==> src/rtl/frame_writer.sv <==
// Frame loader: packs pairs of stream bytes into RGB444 pixels and writes them
// row-major into a frame RAM, with start/abort control and a done pulse.
module frame_writer #(
   parameter int ADDR_W = 16
) (
   input  logic              clk,
   input  logic              rst_n,
   input  logic [7:0]        W,
   input  logic [7:0]        H,
   input  logic              start,
   input  logic              abort,
   input  logic              byte_valid,
   input  logic [7:0]        byte_data,
   output logic              byte_ready,
   output logic              ram_we,
   output logic [ADDR_W-1:0] ram_addr,
   output logic [11:0]       ram_wdata,
   output logic              busy,
   output logic              done
);

   typedef enum logic [2:0] {S_IDLE, S_HI, S_LO, S_WR, S_FIN} state_t;

   state_t            state_q, state_d;
   logic [15:0]       total_q, total_d;
   logic [15:0]       cnt_q, cnt_d;
   logic [7:0]        hi_q, hi_d;
   logic [ADDR_W-1:0] ram_addr_q, ram_addr_d;
   logic [11:0]       ram_wdata_q, ram_wdata_d;
   logic              byte_ready_q, byte_ready_d;
   logic              busy_q, busy_d;
   logic              done_q, done_d;
   logic              accept;
   logic [15:0]       prod;

   assign prod   = {8'h00, W} * {8'h00, H};
   assign accept = byte_valid & byte_ready_q & ~abort;

   always_comb begin
      state_d     = state_q;
      total_d     = total_q;
      cnt_d       = cnt_q;
      hi_d        = hi_q;
      ram_addr_d  = ram_addr_q;
      ram_wdata_d = ram_wdata_q;
      done_d      = 1'b0;
      case (state_q)
         S_IDLE: if (start) begin
            total_d = prod;
            cnt_d   = '0;
            state_d = (prod == 16'd0) ? S_FIN : S_HI;
         end
         S_HI: if (accept) begin
            hi_d    = byte_data;
            state_d = S_LO;
         end
         // Address/data are loaded as the WR cycle begins so they stay put between writes.
         S_LO: if (accept) begin
            ram_addr_d  = ADDR_W'(cnt_q);
            ram_wdata_d = {hi_q, byte_data[7:4]};
            state_d     = S_WR;
         end
         S_WR: begin
            if (cnt_q == total_q - 16'd1) begin
               state_d = S_FIN;
            end else begin
               cnt_d   = cnt_q + 16'd1;
               state_d = S_HI;
            end
         end
         S_FIN: begin
            done_d  = 1'b1;
            state_d = S_IDLE;
         end
         default: state_d = S_IDLE;
      endcase
      if (abort && state_q != S_IDLE) begin
         state_d = S_IDLE;
         done_d  = 1'b0;
         hi_d    = '0;
      end
      byte_ready_d = (state_d == S_HI) || (state_d == S_LO);
      busy_d       = byte_ready_d || (state_d == S_WR);
   end

   always_ff @(posedge clk or negedge rst_n) begin
      if (!rst_n) begin
         state_q      <= S_IDLE;
         total_q      <= '0;
         cnt_q        <= '0;
         hi_q         <= '0;
         ram_addr_q   <= '0;
         ram_wdata_q  <= '0;
         byte_ready_q <= 1'b0;
         busy_q       <= 1'b0;
         done_q       <= 1'b0;
      end else begin
         state_q      <= state_d;
         total_q      <= total_d;
         cnt_q        <= cnt_d;
         hi_q         <= hi_d;
         ram_addr_q   <= ram_addr_d;
         ram_wdata_q  <= ram_wdata_d;
         byte_ready_q <= byte_ready_d;
         busy_q       <= busy_d;
         done_q       <= done_d;
      end
   end

   // Abort must be able to kill the write in the same cycle, hence the gate.
   assign ram_we     = (state_q == S_WR) & ~abort;
   assign ram_addr   = ram_addr_q;
   assign ram_wdata  = ram_wdata_q;
   assign byte_ready = byte_ready_q;
   assign busy       = busy_q;
   assign done       = done_q;

endmodule

==> config.mk <==
export PLATFORM = sky130hd
export DESIGN_NAME = frame_writer
export DESIGN_NICKNAME = d
export VERILOG_FILES = /design/src/rtl/frame_writer.sv
export SDC_FILE = /design/constraint.sdc
export NUM_CORES = 1
export LEC_CHECK = 0
export CAP_MARGIN = 5
export CORE_UTILIZATION = 55
export DETAILED_ROUTE_END_ITERATION = 10
export GPL_TIMING_DRIVEN = 0
export HOLD_SLACK_MARGIN = 0.02
export PLACE_DENSITY_LB_ADDON = 0.1
export REMOVE_ABC_BUFFERS = 1
export SLEW_MARGIN = 20
export SYNTH_ARGS = -nofsm -noshare
export SYNTH_HDL_FRONTEND = slang
export SYNTH_SLANG_ARGS = --single-unit
==> constraint.sdc <==
create_clock -name clk -period 4.7 [get_ports clk]
set_input_delay 0.705 -clock clk [delete_from_list [all_inputs] [get_ports clk]]
set_output_delay 0.705 -clock clk [all_outputs]
set_load 0.1 [all_outputs]
# After elaboration in Yosys (flattened, before gate mapping)
# Index checks and enable logic that the tools add are counted.
dict set report totals {
  wordCells 54
  output_inout_bits 32
  ff_bits 74
}
dict set report op_classes {
  n_mux 15
  add_sub_neg 2
  n_reduce_logical 13
  n_eq_ne 10
  multipliers 1
  bitwise_logic 4
}
# cell n
set ops {}
lappend ops {{2-to-1 mux 16 bit} 2}
lappend ops {{case mux 16 bit (2 select lines)} 1}
lappend ops {{2-to-1 mux 8 bit} 3}
lappend ops {{2-to-1 mux 3 bit} 6}
lappend ops {{adder 16 x 1 -> 16 bit (second input constant)} 1}
lappend ops {{== test 16 bit} 1}
lappend ops {{logical NOT 16 bit} 1}
lappend ops {{multiplier 8 x 8 -> 16 bit} 1}
lappend ops {{subtractor 16 x 1 -> 16 bit (second input constant)} 1}
lappend ops {{== test 3 x 2 -> 1 bit (second input constant)} 4}
lappend ops {{case mux 3 bit (4 select lines)} 1}
lappend ops {{== test 3 x 1 -> 1 bit (second input constant)} 2}
lappend ops {{AND reduction 2 bit} 3}
lappend ops {{nonzero test 2 bit} 3}
lappend ops {{!= test 2 bit (second input constant)} 2}
lappend ops {{bitwise AND 1 bit} 3}
lappend ops {{== test 3 bit (second input constant)} 1}
lappend ops {{logical NOT 3 bit} 1}
lappend ops {{AND reduction 3 bit} 1}
lappend ops {{nonzero test 3 bit} 1}
lappend ops {{logical OR 1 bit} 2}
lappend ops {{2-to-1 mux 1 bit} 2}
lappend ops {{logical AND 1 bit} 1}
lappend ops {{inverter 1 bit} 1}

# Longest topological paths before layout
dict set report depth {
  ltp_word 9
  ltp_mapped 19
}

# Worst setup path before layout
# Ideal clock, no wire load.
dict set report synth_timing {
  path_type {input port to flip-flop}
  from {in W[5]}
  to {reg busy_q (netlist: busy)}
  path_slack_ps -382
  path_buffers 0
  t_required_ps 4570
  setup_ps 130
  cell_stages 16
  arrival_ps 4952
  cell_sequence {and2_1 > fa_1 > inv_1 > fa_1 > fa_1 > fa_1 > inv_1 > ha_1 > a21o_1 > a21o_1 > or3_1 > a221oi_1 > o2111ai_1 > nor4_1 > a31oi_1 > o21bai_1}
}
dict set report synth_via {
  elab_chain_cells 9
  elab_cells_between_ends 11
  cone_classes {1 x mul; 3 x eq/ne; 4 x mux; 3 x reduce/logical}
}
# item line_no
set synth_lines {}
lappend synth_lines {{from (decl)} 8} ;# input logic [7:0] W,
lappend synth_lines {{multiplier 8 x 8 -> 16 bit (*)} 36} ;# assign prod = {8'h00, W} * {8'h00, H};
lappend synth_lines {{logical NOT 16 bit (*)} 51} ;# state_d = (prod == 16'd0) ? S_FIN : S_HI;
lappend synth_lines {{2-to-1 mux 3 bit (*)} 51}
lappend synth_lines {{2-to-1 mux 3 bit (*)} 48} ;# S_IDLE: if (start) begin
lappend synth_lines {{case mux 3 bit (4 select lines) (*)} 47} ;# case (state_q)
lappend synth_lines {{2-to-1 mux 3 bit (*)} 77} ;# if (abort && state_q != S_IDLE) begin
lappend synth_lines {{== test 3 x 1 -> 1 bit / == test 3 x 2 -> 1 bit (equally long branches)} 82} ;# byte_ready_d = (state_d == S_HI) || (state_d == S_LO);
lappend synth_lines {{logical OR 1 bit} 82}
lappend synth_lines {{logical OR 1 bit (*)} 83} ;# busy_d = byte_ready_d || (state_d == S_WR);
lappend synth_lines {{named net busy_d} 31} ;# logic busy_q, busy_d;
lappend synth_lines {{to (signal assigned)} 105} ;# busy_q <= busy_d;
lappend synth_lines {{to (decl)} 31}
# Mark *: on every way through the listed nets, which the timed path passes. The rest lies on a longest branch.
# A chain may end at the register's enable or synchronous reset.

# Worst setup path after layout
# Ends and elaborated chain as after synthesis.

==> results by stage <==
Drt:
- The number of vias in the routed layout is 4,587.
- After detailed routing, the average wire length per cell comes to 14.98 um.
- For this run, design rule violations remaining after detail routing come to 0.
- The count of routing violations after the opening detailed-route iteration is 167.
- The detail route stage leaves a number of antenna-violating nets equal to 0.
- Using the TritonRoute via totals, the vias-per-cell ratio works out to 5.741.
- The number of detailed-route iterations in the first pass is 5.
- The final layout contains routed wiring with a total length of 11,970 um.

Synthesis:
- The count of cell types in the netlist is 56.
- The share of synthesized flip-flops with an asynchronous set or reset is 100.0%.
- The most common flop cell mapped by yosys is dfrtp_1.
- The number of warnings reported in the yosys synthesis log is 0.
- The synthesized area divided by synthesized cell count is 9.699 um2.
- The number of enable-type register cells in the synthesized netlist is 0.
- After synthesis, flip-flops and latches occupy 31.82% of the total area.
- Summing every instance area after synthesis gives 5819 um2.
- The number of cells produced by synthesis is 600.
- The number of flip-flops and latches in the synthesized netlist is 74.

Final layout:
- After filler insertion, the fill cell instance count of the layout stands at 851.
- The total inserted antenna cells is 0.
- The design area is 6874 um2.
- The core occupancy in the finished layout is 66.89%.
- The number of nets in the layout is 761.
- The area growth from synthesis to layout is 18.13%.
- The leading cell type in the layout, fill and taps excluded is dfrtp_1.
- The finished layout holds 799 standard cells, fillers aside.
- Of the cells placed in the final design, the portion with a size suffix greater than 1 is 16.44%.
- In the layout the commonest cells are dfrtp_1, nand2_1, inv_1, and2_1, clkdlybuf4s50_1.

STA:
- Subtracting the final worst setup slack from the clock period gives 4.786 ns.
- The peak clock frequency supported by timing is 0.2089 GHz.
- Setup violations remaining at the end of the flow were counted as 3.
- At the pin with the least slew margin, the transition time is 1.056 ns.
- The clock tree skew after final layout is 0.006696 ns.
- Setup repair after global routing could not meet its margin everywhere.
- The hold violation total from the final report was 0.
- The final clock period utilization by the worst path is 101.8%.
- The number of max-slew violations in the final report is 0.
- The headroom to the max-slew limit is 29.45%.
- Across all setup checks in the final design, the least slack found is -0.08610 ns.

Power:
- IR analysis of the VDD net gives a maximum drop of 0.1923 mV.
- For this design the static power due to leakage is 3.301 nW.
- The portion of total power attributed to the clock network is 17.9%.
- Registers are responsible for 30.5% of the overall power.
- Combinational logic is responsible for 51.6% of the overall power.
- The reported net switching power is 1.127 mW.
- The power per cell area is 395.4 nW/um2.
- The switching power as a share of total power is 41.44%.
- The internal portion of the total power is 1.592 mW.

Clock tree:
- The source-to-sink clock delay at the later pin of the worst-skew pair is 0.35 ns.
- Clock-pin slew was measured on the worst setup and hold paths at 0.08 ns.
- After clock tree synthesis, the flow added hold-fix buffers numbering 0.
- The total number of H-tree levels is 3.
- The TritonCTS clock tree is yes.
- Counting every sink on the clock net gives 74.
- The number of clock buffers added by TritonCTS is 9.
- Clock tree synthesis selected as its root buffer the cell clkbuf_8.
- The maximum buffer depth of the clock tree is 2.

GRT:
- The number of antenna violations at the first check in global routing is 0.
- The aggregate global-route resource usage is 23.38%.
- Entering global routing, the biggest net connects 46 pins.
- Global routing finished with a remaining overflow of 0.
- The first global-routing pass estimated 20,700 um of wire.
- The via count of the first global-routing pass came to 4,619.

Placed design:
- The number of cells in the design after placement is 772.
- The estimated wirelength of the detail-placed design is 9073 um.
- Routability-driven placement finished with a final weighted congestion of 0.8210.
- After detailed placement, the total cell area comes to 6491 um2.
- Timing analysis after detailed placement gives a worst setup slack of -1.410 ns.
- The count of input and output buffers is 60.

Floorplan:
- In this run the horizontal extent of the chip is 104.9 um.
- The initial utilization of the core area, before any placement, comes to 56.62%.
- During I/O placement, the number of pins put on the boundary was 61.
- In this run the core area contains 37 standard-cell rows.
- The total die area is 11,000 um2.
- The floorplan step set the die height to 104.9 um.
- The core box area is 10,280 um2.

Critical path:
- The data arrival at the endpoint of the critical path is 5.01 ns.
- The worst setup path is captured at a register.
- The highest fanout seen on the critical path is 5.
- The critical path is of the in -> reg type.
- The worst reg2reg path startpoint is total_q[0]$_DFFE_PN0P_.
- The worst path required time is 4.93 ns.
- STA classifies the critical path startpoint as an input pin.
- Tracing the worst setup path back leads to its startpoint at W[5].

Job:
- Max-cap violations in this run came to 0.

Outcome:
- The final reports fail on negative setup slack.
- The flow ran to the end, but the final reports show violations.

Worst hold path:
- The worst min-delay path category is in -> async.
power groups by stage:
stage	combinational (mW)	sequential [mW]	clock, mW
after global routing	1.56	0.846	0.524
after floorplan	0.864	0.863	0
final	1.40	0.828	0.488
after detailed placement	1.17	0.840	0
after CTS	1.30	0.827	0.494
after global placement	1.13	0.834	0
repair_timing:
item | in CTS | in global routing
hold endpoints to repair | 0 | 0
setup endpoints to repair | 11 | 6
pin swaps | 15 | 12
buffers inserted | 6 | 5
resized for setup | 89 | 19
cloned | 0 | 0
sequential cells by signal, indices dropped and copies added (netlist names):
register and cells:
ram_wdata 12, ram_addr 16, hi_q 8, state_q 3, byte_ready 1, done 1
busy 1, cnt_q 16, total_q 16
per-layer routing:
layer / wire length [um] / GRT usage (%)
met5: 0 / 0
met4: 293 / 10.16
met3: 309 / 3.618
met2: 6219 / 41.86
met1: 5146 / 27.75
logic make-up after synthesis:
kind of cell / Yosys count / share of synthesized area, %
AO/OA/AOI/OAI: 108 / 12.81
flip-flops: 74 / 31.82
XOR/XNOR: 25 / 3.763
multiplexers: 32 / 6.128
adder cells (fa/ha/maj): 74 / 20.55
AND/OR/NAND/NOR: 204 / 19.09
buffers and inverters: 83 / 5.827
worst max-delay path, stage by stage:
cell,delay [ns]
buf_12,0.10
and2_4,0.15
fa_1,0.55
inv_2,0.04
fa_1,0.53
fa_1,0.44
fa_1,0.51
inv_2,0.05
ha_4,0.22
a21o_1,0.17
a21o_1,0.19
or3_4,0.36
a221oi_4,0.25
o2111ai_2,0.16
nor4_2,0.21
a31oi_1,0.16
o21bai_1,0.23
stage by stage:
step / TNS (ns) / hold WS (ns) / total power, mW
2_1_floorplan: -1.417 / 0.4094 / 1.726
3_3_place_gp: -9.371 / 0.4789 / 1.966
3_5_place_dp: -10.16 / 0.4820 / 2.011
4_1_cts: -0.3553 / 0.2756 / 2.621
5_1_grt: -0.8809 / 0.2914 / 2.929
6_report: -0.2365 / 0.2764 / 2.718
synthesized netlist by cell type (all sizes together), types with 14 or more instances:
master  instances  area share [%]
mux2           29             5.6
and2           53             5.7
ha             38             8.2
dfrtp          74              32
a21oi          14             1.2
nand2          56             3.6
o21ai          27             2.5
nor2           19             1.2
inv            58             3.7
fa             36              12
nand3          14             1.2
clkbuf         20             1.3
final timing paths:
kind                                         to  slack (ns)  depth (start not counted)
max                              busy$_DFF_PN0_       -0.09                         17
min                        cnt_q[5]$_DFFE_PN0P_        0.28                          1
max reg2reg                cnt_q[9]$_DFFE_PN0P_        1.20                         10
min reg2reg                 hi_q[0]$_DFFE_PN0P_        0.51                          1
max in group asynchronous        done$_DFF_PN0_        3.87                          2
min in group clk            hi_q[0]$_DFFE_PN0P_        0.51                          1
final cells by class:
cell class,instances,area [um2],share of cell area [%]
Timing Repair Buffer,72,671.9,9.774
Inverter,58,217.7,3.167
Clock inverter,7,70.07,1.019
Tap cell,136,170.2,2.475
Clock buffer,9,123.9,1.802
Multi-Input combinational cell,443,3769,54.82
Sequential cell,74,1852,26.94
Note: power is estimated with default switching activity, not from simulation.
